## src/rtl/decoder_4x16_if.sv

```systemverilog
// Select bus between a requester and the 4-to-16 decoder: index and enable in,
// decoded select word and its valid flag out.
interface decoder_4x16_if;
  logic        en;
  logic [3:0]  in;
  logic [15:0] out;
  logic        valid;

  modport master (output en, output in, input out, input valid);
  modport slave  (input en, input in, output out, output valid);
endinterface

```

## src/rtl/decoder_4x16.sv

```systemverilog
// 4-to-16 one-hot (or one-cold) select decoder with optional output register,
// used for register-file write-select and peripheral chip-select.
module decoder_4x16 #(
  parameter bit ACTIVE_HIGH = 1'b1,
  parameter bit REGISTERED  = 1'b1
) (
  input  logic           clk,
  input  logic           rst_n,
  decoder_4x16_if.slave  bus
);

  localparam logic [15:0] INACTIVE = ACTIVE_HIGH ? 16'h0000 : 16'hFFFF;

  // A shift by an X/Z index yields X, so unknown selects propagate to the output.
  function automatic logic [15:0] decode_onehot(input logic [3:0] idx);
    logic [15:0] word;
    word = 16'h0001 << idx;
    return word;
  endfunction

  logic [15:0] dec_s;
  logic        valid_s;

  // Next select word: decoded index when enabled, all-inactive otherwise.
  always_comb begin
    dec_s   = INACTIVE;
    valid_s = 1'b0;
    if (bus.en) begin
      dec_s   = ACTIVE_HIGH ? decode_onehot(bus.in) : ~decode_onehot(bus.in);
      valid_s = 1'b1;
    end else begin
      dec_s   = INACTIVE;
      valid_s = 1'b0;
    end
  end

  generate
    if (REGISTERED) begin : g_reg
      logic [15:0] out_r;
      logic        valid_r;

      // Output register: reset drops the selects at once, without a clock.
      always_ff @(posedge clk or negedge rst_n) begin
        if (!rst_n) begin
          out_r   <= INACTIVE;
          valid_r <= 1'b0;
        end else begin
          out_r   <= dec_s;
          valid_r <= valid_s;
        end
      end

      assign bus.out   = out_r;
      assign bus.valid = valid_r;
    end else begin : g_comb
      logic unused_s;
      assign unused_s  = clk ^ rst_n;
      assign bus.out   = dec_s;
      assign bus.valid = valid_s;
    end
  endgenerate

endmodule

```

## src/flat_wrapper.sv

```systemverilog
// flat-port wrapper written by rule: the top's interface ports become plain ports
module decoder_4x16_flat 
#(
  parameter bit ACTIVE_HIGH = 1'b1,
  parameter bit REGISTERED  = 1'b1
)
  (clk, rst_n, bus_en, bus_in, bus_out, bus_valid);
  decoder_4x16_if bus_i ();
  input  logic clk;
  input  logic rst_n;
  input wire logic [$bits(bus_i.en)-1:0] bus_en;
  input wire logic [$bits(bus_i.in)-1:0] bus_in;
  output wire logic [$bits(bus_i.out)-1:0] bus_out;
  output wire logic [$bits(bus_i.valid)-1:0] bus_valid;
  assign bus_i.en = bus_en;
  assign bus_i.in = bus_in;
  assign bus_out = bus_i.out;
  assign bus_valid = bus_i.valid;
  decoder_4x16 #(.ACTIVE_HIGH(ACTIVE_HIGH), .REGISTERED(REGISTERED)) u_core (.clk(clk), .rst_n(rst_n), .bus(bus_i));
endmodule
```

## config.mk

```make
export PLATFORM = sky130hd
export DESIGN_NAME = decoder_4x16_flat
export DESIGN_NICKNAME = d
export VERILOG_FILES = /design/src/rtl/decoder_4x16_if.sv /design/src/rtl/decoder_4x16.sv /design/src/flat_wrapper.sv
export SDC_FILE = /design/constraint.sdc
export NUM_CORES = 1
export LEC_CHECK = 0
export BUFFER_PORTS_ARGS = -buffer_cell sky130_fd_sc_hd__buf_2
export CORE_AREA = 2 2 39 41
export CTS_CLUSTER_DIAMETER = 120
export DETAILED_ROUTE_END_ITERATION = 10
export DIE_AREA = 0 0 41 43
export HOLD_SLACK_MARGIN = 0.06
export PLACE_DENSITY_LB_ADDON = 0.2
export SYNTH_ARGS = -nofsm -noshare
export SYNTH_HDL_FRONTEND = slang
export SYNTH_SLANG_ARGS = --single-unit
```

## constraint.sdc

```tcl
create_clock -name clk -period 1 [get_ports clk]
set_input_delay 0.05 -clock clk [delete_from_list [all_inputs] [get_ports clk]]
set_output_delay 0.05 -clock clk [all_outputs]
set_load 0.05 [all_outputs]
```

# ---- Yosys cells after proc, flatten, opt, wreduce, memory -nomap -nowiden
# Cells that the tools add are included.
dict set report word_totals {
  wordCells 5
  register_bits 17
  inputBits 7
  output_inout_bits 17
}
dict set report op_classes {
  shifts 1
  muxes 2
}
# operator count
set op_table {}
lappend op_table {{two-way mux 16 bit} 1}
lappend op_table {{<< shifter 1 x 4 -> 16 bit, first input constant} 1}
lappend op_table {{two-way mux 1 bit} 1}

# ---- Longest topological paths before layout
dict set report depth {
  depth_word 2
  ltp_mapped 3
  depth_no_buf 2
}

# ---- Least setup slack after synthesis
# OpenSTA, ideal clock, no wires.
dict set report synth_path {
  kind {register -> output}
  startpoint {register u_core.g_reg.out_r[0], in the netlist u_core.bus.out[0]}
  endpoint {output port bus_out[0]}
  arrival_ps 586
  path_slack_ps 364
  stages_incl_launch_ff 1
  required_time_ps 950
  path_buffers 0
  path_cell_list {dfrtp_1}
}
# item line_no
set synth_rtl {}
lappend synth_rtl {{from (decl)} decoder_4x16.sv:39} ;# logic [15:0] out_r;
lappend synth_rtl {{from (signal assigned)} decoder_4x16.sv:48} ;# out_r <= dec_s;
lappend synth_rtl {{to (decl)} flat_wrapper.sv:13} ;# output wire logic [$bits(bus_i.out)-1:0] bus_out;
# No word-level cell between the ends.

# ---- Worst setup path in the final report
dict set report layout_path {
  startpoint {input port bus_in[1]}
  endpoint {register u_core.g_reg.out_r[0], in the netlist u_core.bus.out[0]}
}
dict set report layout_between {
  elab_chain_len 2
}
# item line_no
set layout_lines {}
lappend layout_lines {{from (decl)} flat_wrapper.sv:12} ;# input wire logic [$bits(bus_i.in)-1:0] bus_in;
lappend layout_lines {{<< shifter 1 x 4 -> 16 bit} -}
lappend layout_lines {{two-way mux 16 bit} decoder_4x16.sv:28} ;# if (bus.en) begin
lappend layout_lines {{net u_core.dec_s[0]} decoder_4x16.sv:21} ;# logic [15:0] dec_s;
# The timed path passes the listed nets, and every way through them passes these cells.

==> impl_metrics.yaml <==
worst_setup_path:
  critical_path_depth: 4
  cp.required_ps: 1180
  slowest_delay_ps: 530
  worstPathArrival_ps: 1140
  cp_slowest_cell: "dlygate4sd3_1"
  cp_top_family: "buffers and inverters"
  path_class: "primary input to register"
  cp_cell_sequence: "dlygate4sd3_1 -> buf_2 -> nand2b_1 -> nor4_1"
  worstPathMaxFanout: 6
  start_kind: "primary input"
  endpoint_kind: "register"
  path_buf_inv: 2
  setup.worst_path.end: "u_core.bus.out[0]"
  crit_start: "bus_in[1]"
floorplanning:
  row_count: 14
  core_area_mm2: 0.001384
  initial_utilization_pct: 41.32
  dieArea_mm2: 0.001763
  die_h_um: 43
  io_pins: 24
  die_x_um: 41
clocking:
  cts_root_buf: "clkbuf_4"
  cts_buffer_depth: 2
  cts_buffers: 3
  htreeDepth: 1
  path_clk_slew_ps: 90
  cts_num_sinks: 17
  cts_tree: "done"
yosys:
  synth_fp_nets: 51
  synth_top_area_share_pct: 74.40
  syn_inst: 44
  ys_ff_latch: 17
  synth_top_area_cell: "dfrtp_1"
  ys_types: 10
  synth_seq_area_share_pct: 74.40
  syn_avg_cell_area_um2: 13.00
  synth_area_leaders: "dfrtp_1 (74%), nor3_1 (5.3%), nor2_1 (3.9%), nor3_2 (3.5%), nand2b_1 (3.3%)"
  synth_area_um2: 571.8
  ys_warn_count: 0
timing:
  fin_tns_setup_ps: 0
  setup_viol: 0
  rsz0062_at_grt: "no"
  hold_viol: 0
  period_needed_ps: 966.8
  slew-limit-headroom_pct: 76.74
  tightest_slew_ps: 348.9
  fin_crit_sh_pct: 96.68
  slew_violations: 0
  fmax_mhz: 1034
global_route:
  grt_pass1_wl_mm: 1.593
  grt_pass1_vias: 388
  grt.overflow.total: 0
  grt_max_degree: 18
  antenna_found_initial: 0
  grt_use_total_pct: 14.09
pwr:
  p_clk_share_pct: 28.9
  static-leakage-power_nw: 0.4195
  p_sw_uw: 301.3
  ir_drop_mv: 0.8159
  pwr-share-seq_pct: 59.0
  cellPowerDensity_mw_per_mm2: 1526
  swShare_pct: 25.33
  internal_power_uw: 888.0
  p_comb_share_pct: 12.1
routing:
  viasPerCell: 4.811
  drtIter0Drc: 5
  drc: 0
  wire_per_inst_um: 11.40
  first_pass_iters: 4
  ant_nets: 0
  vias: 433
  finalWirelength_mm: 1.026
placed_design:
  dp_hpwl_um: 736.3
  gp_congestion: 0.6962
  place_area_um2: 696.9
  portBuffers: 23
layout:
  diodes: 0
  syn2layout_area_growth_pct: 36.32
  nets: 82
  drive_above_1_share_pct: 40.54
  finalInstanceArea_um2: 779.5
run:
  maxCapViolCount: 0
run_status:
  outcome: "finished clean"
worst_hold_path:
  hold_depth: 2
  min_path_type: "primary input to register"
-- cell usage after synthesis --
cell type  instances
buf_2              2
dfrtp_1           17
nand2_1            2
nand2b_1           3
nand3_1            2
nand3b_1           2
nor2_1             6
nor3_1             6
nor3_2             2
nor4_1             2
-- metrics by stage --
step                      std cells  power [mW]  util (%)  worst slack [ps]  hold slack (ps)
final                            90       1.189     56.33             33.16            80.94
after global placement           81      0.8429     50.36             302.2           -25.61
after floorplan                  44      0.7966         -             364.1           -245.6
after CTS                        90       1.206     55.97             34.78            69.25
after global routing             90       1.255     56.33             6.607            98.04
after detailed placement         81      0.8445     50.36             307.3           -21.30
-- per-layer routing --
metal / wire length [µm] / GRT usage [%] / up-vias
met5: 0 / 0 / -
met4: 13 / 12.00 / 0
met3: 70 / 3.141 / 2
met2: 541 / 19.69 / 18
met1: 401 / 17.42 / 206
li1: - / - / 207
-- layout by cell type, fill, tap and decap left out --
cell type and count:
nor4_1 2, nand2_1 2, clkinv_2 1, buf_2 23, nor3_2 3, nand2b_1 3
nand3b_1 2, dfrtp_1 17, dlygate4sd3_1 5, nand3_1 2, nor2_1 6, clkbuf_4 3
nor3_1 5
-- power by group through the flow --
stage          clock (mW)  sequential, mW  combinational (mW)
6_report            0.344           0.701               0.144
5_1_grt             0.395           0.703               0.157
4_1_cts             0.361           0.702               0.144
3_5_place_dp            0           0.715               0.129
3_3_place_gp            0           0.715               0.128
2_1_floorplan           0           0.761              0.0355
-- layout make-up --
type	count	area, µm²
clock buffer	3	22.52
multi-input combinational	25	141.4
clock inverter	1	5.005
fill	121	604.3
timing repair buffer	28	165.2
tap	16	20.02
sequential	17	425.4
-- sequential cells by signal, summed over array words and instances (netlist names) --
name / cells
u_core.bus.out: 16
u_core.bus.valid: 1
-- worst min path at each step --
stage	start	endpoint	slack (ps)
finish	bus_in[2]	u_core.bus.out[10]	80
global route	bus_in[2]	u_core.bus.out[3]	100
CTS	bus_in[2]	u_core.bus.out[3]	70
detailed placement	rst_n	u_core.bus.out[9]	-20
global placement	rst_n	u_core.bus.out[9]	-30
floorplan	rst_n	u_core.bus.out[0]	-250
-- repair_timing --
action	4_1_cts	5_1_grt
buffers inserted	0	0
resized for setup	0	1
endpoints found under the setup margin	0	1
hold buffers	5	0
endpoints found under the hold margin	25	0
-- kinds of logic (layout without fill, tap and decap cells) --
logic type,after synthesis,in the layout,share of synthesized area [%]
flip-flops,17,17,74.40
buffers and inverters,2,32,1.751
AND/OR/NAND/NOR,25,25,23.85
(Power assumes the default switching activity.)
